`src/rtl/rf_wport_sched_pkg.sv`:
```
// Shared constants for the register-file write-port scheduler: register file
// geometry, boolean constants, starvation FSM encoding and its default limit.
package rf_wport_sched_pkg;

  localparam int REG_AW   = 5;
  localparam int DATA_W   = 32;
  localparam int NUM_REGS = 32;
  localparam int CNT_W    = 4;

  localparam logic [REG_AW-1:0] ZERO_REG = 5'd0;

  localparam logic TRUE  = 1'b1;
  localparam logic FALSE = 1'b0;

  localparam int STARVE_LIMIT_DEF = 4;

  typedef enum logic {
    ST_IDLE = 1'b0,
    ST_WAIT = 1'b1
  } starve_state_e;

endpackage

```
`src/rtl/rf_scoreboard.sv`:
```
// Pending-write scoreboard: one bit per architectural register marking an
// outstanding long-latency write. Register 0 can never be marked pending.
module rf_scoreboard
  import rf_wport_sched_pkg::*;
(
  input  logic                i_clk,
  input  logic                i_rst,
  input  logic                i_set,
  input  logic [REG_AW-1:0]   i_set_idx,
  input  logic                i_clr,
  input  logic [REG_AW-1:0]   i_clr_idx,
  input  logic [REG_AW-1:0]   i_lk1_idx,
  input  logic [REG_AW-1:0]   i_lk2_idx,
  input  logic [REG_AW-1:0]   i_lk3_idx,
  output logic                o_lk1_pend,
  output logic                o_lk2_pend,
  output logic                o_lk3_pend,
  output logic [NUM_REGS-1:0] o_pend
);

  localparam logic [NUM_REGS-1:0] NO_ZERO_MASK = {{(NUM_REGS-1){1'b1}}, 1'b0};

  logic [NUM_REGS-1:0] r_pend;
  logic [NUM_REGS-1:0] w_set_mask;
  logic [NUM_REGS-1:0] w_clr_mask;
  logic [NUM_REGS-1:0] w_pend_nxt;

  // Build set/clear masks; the set is applied after the clear so it wins on a collision.
  always_comb begin
    w_set_mask = '0;
    w_clr_mask = '0;
    if (i_set && (i_set_idx != ZERO_REG)) w_set_mask[i_set_idx] = TRUE;
    if (i_clr)                            w_clr_mask[i_clr_idx] = TRUE;
    w_pend_nxt = ((r_pend & ~w_clr_mask) | w_set_mask) & NO_ZERO_MASK;
  end

  // Pending-bit register.
  always_ff @(posedge i_clk or posedge i_rst) begin
    if (i_rst) r_pend <= '0;
    else       r_pend <= w_pend_nxt;
  end

  assign o_lk1_pend = r_pend[i_lk1_idx];
  assign o_lk2_pend = r_pend[i_lk2_idx];
  assign o_lk3_pend = r_pend[i_lk3_idx];
  assign o_pend     = r_pend;

endmodule

```
`src/rtl/rf_wport_sched.sv`:
```
// Write-port scheduler for the 32x32 register file. The in-order writeback
// always owns the port when it writes; the long-latency unit takes the port
// otherwise. Outstanding long-latency destinations are tracked to stall decode
// on RAW/WAW hazards, and a starvation FSM forces a stall when the
// long-latency result has been refused for too long, draining writeback.
//
// Long-latency handshake: a result transfers in every cycle where
// i_ll_valid and o_ll_ready are both high. o_ll_ready is combinational,
// never depends on a prior handshake, and the source may hold or drop
// i_ll_valid freely while not accepted.
module rf_wport_sched
  import rf_wport_sched_pkg::*;
#(
  parameter int STARVE_LIMIT = STARVE_LIMIT_DEF
) (
  input  logic              i_clk,
  input  logic              i_rst,
  input  logic              i_wb_we,
  input  logic [REG_AW-1:0] i_wb_waddr,
  input  logic [DATA_W-1:0] i_wb_wdata,
  input  logic              i_ll_valid,
  input  logic [REG_AW-1:0] i_ll_waddr,
  input  logic [DATA_W-1:0] i_ll_wdata,
  output logic              o_ll_ready,
  input  logic              i_iss_valid,
  input  logic [REG_AW-1:0] i_iss_dest,
  input  logic              i_re1,
  input  logic [REG_AW-1:0] i_r1addr,
  input  logic              i_re2,
  input  logic [REG_AW-1:0] i_r2addr,
  input  logic              i_id_we,
  input  logic [REG_AW-1:0] i_id_dest,
  output logic              o_rf_we,
  output logic [REG_AW-1:0] o_rf_waddr,
  output logic [DATA_W-1:0] o_rf_wdata,
  output logic              o_stall,
  output logic              o_busy,
  output starve_state_e     o_dbg_state
);

  localparam logic [CNT_W-1:0] LIMIT_C = CNT_W'(STARVE_LIMIT);

  logic                r_starve;
  logic [CNT_W-1:0]    r_wait_cnt;
  starve_state_e       r_state;
  starve_state_e       w_state_nxt;
  logic [CNT_W-1:0]    w_cnt_nxt;
  logic                w_starve_nxt;
  logic                w_ll_ready;
  logic                w_p1;
  logic                w_p2;
  logic                w_p3;
  logic                w_raw;
  logic                w_waw;
  logic                w_stall;
  logic                w_set;
  logic                w_clr;
  logic [NUM_REGS-1:0] w_pend;

  // Write-port arbitration: writeback first, long-latency result otherwise.
  always_comb begin
    w_ll_ready = FALSE;
    o_rf_we    = FALSE;
    o_rf_waddr = '0;
    o_rf_wdata = '0;
    if (i_wb_we) begin
      o_rf_we    = TRUE;
      o_rf_waddr = i_wb_waddr;
      o_rf_wdata = i_wb_wdata;
    end else if (i_ll_valid) begin
      w_ll_ready = TRUE;
      o_rf_we    = TRUE;
      o_rf_waddr = i_ll_waddr;
      o_rf_wdata = i_ll_wdata;
    end
  end

  assign o_ll_ready = w_ll_ready;

  rf_scoreboard u_sb (
    .i_clk      (i_clk),
    .i_rst      (i_rst),
    .i_set      (w_set),
    .i_set_idx  (i_iss_dest),
    .i_clr      (w_clr),
    .i_clr_idx  (i_ll_waddr),
    .i_lk1_idx  (i_r1addr),
    .i_lk2_idx  (i_r2addr),
    .i_lk3_idx  (i_id_dest),
    .o_lk1_pend (w_p1),
    .o_lk2_pend (w_p2),
    .o_lk3_pend (w_p3),
    .o_pend     (w_pend)
  );

  assign w_raw   = (i_re1 & w_p1) | (i_re2 & w_p2);
  assign w_waw   = i_id_we & w_p3;
  assign w_stall = w_raw | w_waw | r_starve;
  assign w_set   = i_iss_valid & ~w_stall & (i_iss_dest != ZERO_REG);
  assign w_clr   = i_ll_valid & w_ll_ready;

  assign o_stall     = w_stall;
  assign o_busy      = |w_pend;
  assign o_dbg_state = r_state;

  // Starvation FSM next state: count consecutive refusals, leave on handshake or withdrawal.
  always_comb begin
    w_state_nxt = r_state;
    w_cnt_nxt   = r_wait_cnt;
    case (r_state)
      ST_IDLE: begin
        if (i_ll_valid && !w_ll_ready) begin
          w_state_nxt = ST_WAIT;
          w_cnt_nxt   = CNT_W'(1);
        end
      end
      ST_WAIT: begin
        if (!i_ll_valid || w_ll_ready) begin
          w_state_nxt = ST_IDLE;
          w_cnt_nxt   = '0;
        end else if (r_wait_cnt != '1) begin
          w_cnt_nxt = r_wait_cnt + CNT_W'(1);
        end
      end
      default: begin
        w_state_nxt = ST_IDLE;
        w_cnt_nxt   = '0;
      end
    endcase
    w_starve_nxt = (w_state_nxt == ST_WAIT) && (w_cnt_nxt >= LIMIT_C);
  end

  // Starvation FSM state, refusal counter and registered starve flag.
  always_ff @(posedge i_clk or posedge i_rst) begin
    if (i_rst) begin
      r_state    <= ST_IDLE;
      r_wait_cnt <= '0;
      r_starve   <= FALSE;
    end else begin
      r_state    <= w_state_nxt;
      r_wait_cnt <= w_cnt_nxt;
      r_starve   <= w_starve_nxt;
    end
  end

endmodule

```
`config.mk`:
```
export PLATFORM = sky130hd
export DESIGN_NAME = rf_wport_sched
export DESIGN_NICKNAME = d
export VERILOG_FILES = /design/src/rtl/rf_wport_sched_pkg.sv /design/src/rtl/rf_scoreboard.sv /design/src/rtl/rf_wport_sched.sv
export SDC_FILE = /design/constraint.sdc
export NUM_CORES = 1
export LEC_CHECK = 0
export CORE_ASPECT_RATIO = 0.6
export CORE_UTILIZATION = 38
export CTS_CLUSTER_DIAMETER = 150
export CTS_CLUSTER_SIZE = 25
export DETAILED_ROUTE_END_ITERATION = 8
export MAX_ROUTING_LAYER = met4
export PLACE_DENSITY = 0.86
export SLEW_MARGIN = 20
export SYNTH_ARGS = -nofsm -noshare
export SYNTH_HDL_FRONTEND = slang
export SYNTH_HIERARCHICAL = 1
export SYNTH_SLANG_ARGS = --single-unit
```
`constraint.sdc`:
```
create_clock -name i_clk -period 2.1 [get_ports i_clk]
set_input_delay 0.21 -clock i_clk [delete_from_list [all_inputs] [get_ports i_clk]]
set_output_delay 0.21 -clock i_clk [all_outputs]
set_load 0.02 [all_outputs]
```
==> metrics, run 1 <==
status complete, but fails checks; failing checks setup timing; First-pass DRT Iterations 4; CTS tree yes; FF+latch count, synth 37; total power 0.00347 W; Starting Density 0.405; Hold WC Path Type input pin to asynchronous set/reset pin; first-pass GRT wire length 19400 um; EDFF count, synth 0; Rows 24; ranking of synthesized cells by area dfrtp_1, a22o_1, o21ai_0; RSZ-0062 raised after global routing yes; GRT met3 Usage 0.0848; Routed WL 12900 um; n_diodes 0; Max Freq 398 MHz; Die W 117 um; vias in the first global route 3782; PortBufs 143; WL/cell 20.5 um; Synth Cell Area 3030 sq um; crit start category flip-flop; Synth async-reset ratio 1.00; GR Util met1 0.430; antenna viol nets, final 0; # IOs 144; Reg-to-Reg End u_sb/o_pend[28]; DR vias 3749; worst vdd ir 0.397 mV; Vias/cell 5.95; All-Layer GR Usage 0.325; CP Launch Point u_sb/o_pend[7]; Root Driver clkbuf_16; cts hold-fix bufs 0; GPL Wtd Cong 0.997; Register-to-Register Path Depth 9; nets 628; Syn-to-layout area delta 81.0%; Worst EP required 2.29 ns; commonest non-fill, non-tap cell in the layout clkdlybuf4s50_1; cell count after synthesis 333; largest net degree at the start of global routing 40; H-tree levels 2; initial antenna violation count 0; Yosys cell types 41; clk_lat worst skew 0.28 ns; Synth top area share 0.306; Die Ht 71.1 um; final hold violations 0; Post-DP HPWL 10000 um; CTS clk-pin slew, worst paths 0.06 ns; area of the core 7480 sq um; final setup margin -0.414 ns; syn nets 436; Max clock buf depth 2; Worst Hold Margin 0.183 ns; Worst R2R Start u_sb/o_pend[7]; Max Clock Skew 0.00583 ns; Congestion Overflow GR 0; DR iter-0 viols 291; met2 usage 0.507; leak pwr 2.58 nW; DRC viols 0; die area 8340 sq um; minimum clock period 2.51 ns; Final Setup Violations 32; Seq/Total Area, Yosys 0.306; fin crit share 1.20; Worst Setup EP u_sb/o_pend[28]; layout cells sized above 1 0.251; max cap viols 0; clock sink count 37; most used routing layer met2; mean post-synth cell area 9.09 sq um; Main synth FF type dfrtp_1; CTS buffer count 5; maximum fanout along the worst path 7; r2r setup slk -0.41 ns; WP data arrival 2.70 ns; Synthesis Warnings 6; most frequent cells in the layout clkdlybuf4s50_1, buf_4, a22o_1, dfrtp_1, o21ai_0; Crit. End Element flip-flop; Power Density 634 nW/um^2; CP Class flip-flop to flip-flop; Slew Limit Fails 0; area leader, netlist dfrtp_1
registers in the layout, summed over array words and instances, names as in the netlist:
register,cells
r_starve,1
o_dbg_state,1
r_wait_cnt,4
u_sb/o_pend,31
Yosys cell counts (7+ instances only):
library cell and number:
o21ai_0 62, dfrtp_1 37, a22o_1 36, mux2i_1 27, nand3_1 20, a21oi_1 14
nand2_1 11, nand3b_1 11, nor2_1 11, buf_2 9, nor4_1 8, a22oi_1 7
nand2b_1 7, nor2b_1 7
power breakdown:
| group | internal (W) | switching, W |
|---|---|---|
| clock network | 0.000502 | 0.000268 |
| registers | 0.000880 | 0.000269 |
| logic | 0.000873 | 0.000682 |
layout make-up:
| type | instances | area (sq um) |
|---|---|---|
| clock buffer | 7 | 153 |
| clock inverter | 1 | 5.00 |
| fill | 512 | 2000 |
| inverter | 5 | 18.8 |
| multi-input combinational | 270 | 2170 |
| sequential | 37 | 931 |
| tap | 104 | 130 |
| timing repair buffer | 206 | 2070 |
worst max-delay path: stages, from the launching register on:
cell,delay (ns)
dfrtp_1,0.44
mux4_2,0.48
nand2b_4,0.15
o211ai_1,0.09
nand4_1,0.15
a22oi_2,0.21
nand2_2,0.13
nor2_4,0.14
or3b_4,0.46
o21ai_1,0.17
worst min path at each step:
stage,cells after the start,slack [ns],endpoint
final,2,0.18,o_dbg_state
after global routing,2,0.21,o_dbg_state
after CTS,2,0.19,o_dbg_state
after detailed placement,2,0.48,r_wait_cnt[2]
after global placement,2,0.47,r_wait_cnt[2]
after floorplan,1,0.001,o_dbg_state
cells by family (layout without fill, tap and decap cells):
kind of cell	after synthesis	after routing	synth area share
and+or+nand+nor	96	96	0.185
AOI/OAI and AO/OA	135	135	0.288
muxes	37	37	0.165
adders and majority gates	1	1	0.00413
DFF	37	37	0.306
other	1	1	0.00124
buffers and inverters	26	219	0.0508
timing repair:
item,CTS,global route
setup buffers,1,2
setup endpoints to repair,42,60
gates resized for setup,75,48
pin swaps,28,5
stage by stage:
| step | cell area [sq um] | setup TNS, ns | setup WS [ns] | cells | utilization |
|---|---|---|---|---|---|
| after floorplan | 3050 | -0.986 | -0.141 | 333 | - |
| after global placement | 5020 | -20.06 | -0.734 | 619 | 0.671 |
| after detailed placement | 5020 | -21.95 | -0.798 | 619 | 0.671 |
| after CTS | 5320 | -5.62 | -0.290 | 628 | 0.711 |
| after global routing | 5480 | -10.96 | -0.446 | 630 | 0.733 |
| final | 5480 | -9.53 | -0.414 | 630 | 0.733 |
metal layers:
metal  routed length (um)  part of all wire
met2                 5970              0.46
met4                  167             0.013
met1                 5460              0.42
met5                    0                 0
met3                 1350              0.10
(Power assumes the default switching activity.)
==> run 2, diff against run 1 <==
Settings changed: RECOVER_POWER from default to 100.
==> run 2 against run 1 <==
Against the previous run: the flow still finishes with violations (setup timing); die area unchanged; global-route usage unchanged; wire length increased by 0.22%; sequential share of layout area increased by 0.43 points; combinational power about the same; cell count unchanged; core utilization decreased by 1.8 points.
==> metrics, run 2 (synthesized netlist as in run 1, its figures left out) <==
status complete, but fails checks; failing checks setup timing; r2r setup slk -0.43 ns (about the same); All-Layer GR Usage 0.325 (unchanged); Worst Tran Pin Value 0.754 ns; Die Ht 71.1 um (unchanged); fin crit share 1.20 (+0.00579); area of the multi-input gates 2160 sq um (-0.23%); DR iter-0 viols 314 (+7.9%); GPL Wtd Cong 0.997 (unchanged); Worst path slowest cell mux4_2; PortBufs 143 (unchanged); initial antenna violation count 0 (unchanged); Util after Layout 0.714 (-0.0182); most frequent cells in the layout clkdlybuf4s50_1, buf_4, a22o_1, dfrtp_1, o21ai_0; vias in the first global route 3782 (unchanged); Max Freq 396 MHz (-0.48%); final hold violations 0 (unchanged); Max Clock Skew 0.00667 ns (+0.000834 ns); CTS clk-pin slew, worst paths 0.06 ns (about the same); Worst Hold Margin 0.315 ns (+0.132 ns); crit-path cells mux4_2, nand2b_4, o211ai_1, nand4_1, a22oi_2, nand2_2, nor2_4, or3b_4, o21ai_1; cts hold-fix bufs 0 (unchanged); Routed WL 13000 um (+0.22%); Crit path largest cell delay 0.48 ns (about the same); Fill cells 548 (+7.0%); Seq. cell area 931 sq um (unchanged); layout cells sized above 1 0.245 (-0.00570); CTS tree yes; antenna viol nets, final 0 (unchanged); n_diodes 0 (unchanged); Syn-to-layout area delta 76.5%; die area 8340 sq um (unchanged); final setup margin -0.426 ns (-0.0122 ns); WP data arrival 2.71 ns (about the same); H-tree levels 2 (unchanged); worst vdd ir 0.397 mV (-0.12%); largest net degree at the start of global routing 40 (unchanged); Die W 117 um (unchanged); minimum clock period 2.53 ns (+0.0122 ns); pre-CTS setup slack -0.798 ns (unchanged); Slew Limit Fails 0 (unchanged); Largest register FFs 31 (unchanged); WL/cell 20.6 um (+0.22%); Worst EP required 2.29 ns (about the same); Congestion Overflow GR 0 (unchanged); Power Density 646 nW/um^2 (+1.9%); RSZ-0062 raised after global routing yes; Max clock buf depth 2 (unchanged); area of the core 7480 sq um (unchanged); nets 628 (unchanged); clk_lat worst skew 0.28 ns (about the same); clock sink count 37 (unchanged); First-pass DRT Iterations 4 (unchanged); Post-DP HPWL 10000 um (unchanged); CTS buffer count 5 (unchanged); DRC viols 0 (unchanged); Hold WC Path Type input pin to asynchronous set/reset pin; commonest non-fill, non-tap cell in the layout clkdlybuf4s50_1; Vias/cell 5.99 (+0.67%); Starting Density 0.405 (unchanged); Root Driver clkbuf_16; max cap viols 0 (unchanged); # IOs 144 (unchanged); leak pwr 2.40 nW (-6.9%); maximum fanout along the worst path 7 (unchanged); DR vias 3774 (+0.67%); Final Setup Violations 37 (+16%); slew margin rel. 0.498; total power 0.00345 W (-0.59%); first-pass GRT wire length 19400 um (unchanged); Crit. End Element flip-flop; CP Class flip-flop to flip-flop; Rows 24 (unchanged); crit start category flip-flop
run 2: changes by cell type in the layout (fill, tap and decap cells not counted), moves of 2 or more:
cell / previous run / this run
buf_12: 7 / 5
clkbuf_1: 0 / 13
clkdlybuf4s50_1: 100 / 97
dlygate4sd3_1: 0 / 3
dlymetal6s2s_1: 29 / 18
run 2: metal layers:
layer / global-route usage / up-vias / part of all wire
li1: - / 1694 / -
met1: 0.430 / 1828 / 0.41
met2: 0.507 / 237 / 0.46
met3: 0.0848 / 15 / 0.11
met4: 0.0563 / 0 / 0.012
met5: - / - / 0
run 2: cell type report:
cell class / count / area share
repair buffers: 206 / 0.364
multi-input cells: 270 / 0.405
clock inverters: 1 / 0.000937
clock buffers: 7 / 0.0286
well taps: 104 / 0.0244
flip-flops and latches: 37 / 0.174
inverters: 5 / 0.00351
run 2: what timing repair did:
action                                  in CTS  in global routing
gates resized for setup                     75                 48
endpoints found under the setup margin      42                 60
pin swaps                                   28                  5
setup buffers                                1                  2
run 2: per-stage QoR:
| stage | cells | setup TNS (ns) | cell area (sq um) |
|---|---|---|---|
| floorplan | 333 | -0.986 | 3050 |
| global placement | 619 | -20.06 | 5020 |
| detailed placement | 619 | -21.95 | 5020 |
| CTS | 628 | -5.62 | 5320 |
| global route | 630 | -12.05 | 5340 |
| finish | 630 | -9.73 | 5340 |
run 2: worst max-delay path, delay by kind of cell, from the launching register on:
family / cells / cell delay [ns]
AND/OR/NAND/NOR: 5 / 1.03
multiplexers: 1 / 0.48
AO/OA/AOI/OAI: 3 / 0.47
flip-flops: 1 / 0.44
run 2: final timing paths:
check / endpoint / cells after the start / from
max: u_sb/o_pend[28] / 9 / u_sb/o_pend[7]
min: o_dbg_state / 2 / i_rst
max reg2reg: u_sb/o_pend[28] / 9 / u_sb/o_pend[7]
min reg2reg: r_wait_cnt[0] / 1 / o_dbg_state
max in group asynchronous: u_sb/o_pend[20] / 3 / i_rst
min in group i_clk: r_wait_cnt[0] / 1 / o_dbg_state
run 2: power breakdown:
group / total (W) / switching [W] / internal (W)
clock: 0.000772 / 0.000270 / 0.000502
combinational: 0.00153 / 0.000682 / 0.000847
sequential: 0.00115 / 0.000272 / 0.000880
total: 0.00345 / 0.00122 / 0.00223
==> run 3, diff against run 2 <==
Settings changed: CORE_UTILIZATION 38 to 45, PLACE_DENSITY 0.86 to 0.95.
Clock period 2.1 ns to 3.15 ns, I/O delays scaled along.
==> run 3 against run 2 <==
Against the previous run: the run now ends clean; non-clock buffer count down 52; global-route usage increased by 0.91 points; critical path depth decreased by 4; clock skew increased by 0.0027 ns; critical endpoint is now o_rf_wdata[25]; largest power group is now registers; critical path type is now input pin to output pin; sequential power fell by 33%; flip-flop and latch count did not move; design area fell by 14%; combinational power shrank 53%; setup slack improved by 0.69 ns; largest cell class unchanged; core utilization up 1.5 points; worst hold slack gained 0.091 ns; cell count fell by 11%.
==> metrics, run 3 (synthesized netlist as in run 1, its figures left out) <==
status completed; PortBufs 143 (unchanged); Worst Tran Pin Value 1.13 ns (+0.381 ns); WP data arrival 2.57 ns (-0.14 ns); H-tree levels 2 (unchanged); first-pass GRT wire length 17200 um (-11%); Die Ht 65.5 um (-7.9%); antenna viol nets, final 0 (unchanged); Rows 22 (-8.3%); post-route cell area 4600 sq um (-14%); GPL Wtd Cong 0.975 (-2.3%); nets 576 (-8.3%); placed cell areas 4510 sq um (-10%); Vias/cell 6.23 (+4.1%); Final Setup Violations 0 (-100%); CTS buffer count 5 (unchanged); Largest register FFs 31 (unchanged); DR vias 3479 (-7.8%); clock sink count 37 (unchanged); final hold violations 0 (unchanged); worst vdd ir 0.259 mV (-35%); maximum fanout along the worst path 31 (+24); CTS tree yes; All-Layer GR Usage 0.334 (+0.00914); DR iter-0 viols 365 (+16%); CTS resizes 0 (-100%); Final Non-Filler Cells 558 (-11%); Worst R2R Start u_sb/o_pend[20]; crit start category input pin; Reg-to-Reg End u_sb/o_pend[23]; Power Density 400 nW/um^2 (-38%); initial antenna violation count 0 (unchanged); Hold WC Path Type input pin to asynchronous set/reset pin; CTS clk-pin slew, worst paths 0.07 ns (about the same); Syn-to-layout area delta 52.0%; layout cells sized above 1 0.0675 (-0.178); Crit. End Element output pin; Register-to-Register Path Depth 10 (+1); clk_lat worst skew 0.30 ns (+0.02 ns); CP Class input pin to output pin; area of the core 6300 sq um (-16%); Slew Limit Fails 0 (unchanged); commonest non-fill, non-tap cell in the layout clkdlybuf4s50_1; minimum clock period 2.88 ns; vias in the first global route 3255 (-14%); Starting Density 0.480 (+0.0754); r2r setup slk 0.53 ns (+0.96 ns); leak pwr 1.89 nW (-21%); max cap viols 0 (unchanged); post-CTS setup buffer count 0 (-1); Worst EP required 2.83 ns (+0.54 ns); Max clock buf depth 2 (unchanged); cts hold-fix bufs 0 (unchanged); die area 7070 sq um (-15%); DRC viols 0 (unchanged); Root Driver clkbuf_8; n_diodes 0 (unchanged); fin crit share 0.915; slew margin rel. 0.243 (-0.255); First-pass DRT Iterations 7 (+3); # IOs 144 (unchanged); Max Freq 347 MHz; Routed WL 11400 um (-12%); Placed Cells 550 (-11%); WL/cell 20.5 um (-0.56%); Die W 108 um (-8.0%); Post-DP HPWL 9110 um (-9.2%); Max Clock Skew 0.00940 ns (+0.00273 ns); RSZ-0062 raised after global routing no; largest net degree at the start of global routing 32 (-20%); most frequent cells in the layout clkdlybuf4s50_1, o21ai_0, dlygate4sd3_1, dfrtp_1, a22o_1; Congestion Overflow GR 0 (unchanged)
## run 3: cell count changes in the layout (fill, tap and decap cells not counted), moves of 12 or more
cell	delta
buf_4	-42
clkbuf_1	-12
dlygate4sd2_1	-12
dlygate4sd3_1	+38
dlymetal6s2s_1	-15
o21ai_0	+31
o21ai_2	-26
## run 3: cell type report
class / count / area (sq um)
well taps: 84 / 105
inverters: 5 / 18.8
multi-input cells: 270 / 1940
clock inverters: 3 / 25.0
fillers: 477 / 1700
repair buffers: 154 / 1510
clock buffers: 5 / 68.8
flip-flops and latches: 37 / 926
## run 3: worst max-delay path by stage
stage | to | cells past startpoint | slack [ns] | from
after detailed placement | u_sb/o_pend[12] | 10 | -0.03 | i_r2addr[0]
after floorplan | u_sb/o_pend[16] | 10 | 0.63 | i_r2addr[0]
final | o_rf_wdata[25] | 5 | 0.27 | i_ll_valid
after global routing | u_sb/o_pend[6] | 10 | 0.09 | i_id_dest[0]
after global placement | u_sb/o_pend[16] | 9 | 0.05 | i_r2addr[0]
after CTS | o_stall | 8 | 0.03 | i_r2addr[0]
## run 3: through the flow
stage	setup WS (ns)	TNS [ns]	util	hold slack [ns]	power (W)
detailed placement	-0.0345	-0.209	0.716	0.591	0.00149
global placement	0.0480	0	0.716	0.577	0.00147
finish	0.266	0	0.730	0.407	0.00184
CTS	0.0290	0	0.731	0.276	0.00183
floorplan	0.630	0	-	0.106	0.00111
global route	0.0928	0	0.730	0.427	0.00193
## run 3: worst max-delay path: stages
cell	delay, ns
clkdlybuf4s50_1	0.58
nor2b_2	0.19
clkbuf_2	0.47
a22o_1	0.28
dlygate4sd3_1	0.71
## run 3: report_power, final
part	total (W)	switching [W]	leakage, nW	internal, W
clock	0.000347	0.000187	0.0447	0.000160
combinational	0.000717	0.000327	1.38	0.000390
sequential	0.000775	0.000193	0.468	0.000582
total	0.00184	0.000707	1.89	0.00113
## run 3: layer usage
metal / share of wire / global-route usage / wire (um) / up-vias
met5: 0 / - / 0 / -
met4: 0.021 / 0.0925 / 238 / 0
met3: 0.12 / 0.109 / 1320 / 24
met2: 0.44 / 0.484 / 5060 / 222
met1: 0.42 / 0.447 / 4800 / 1645
li1: - / - / - / 1588
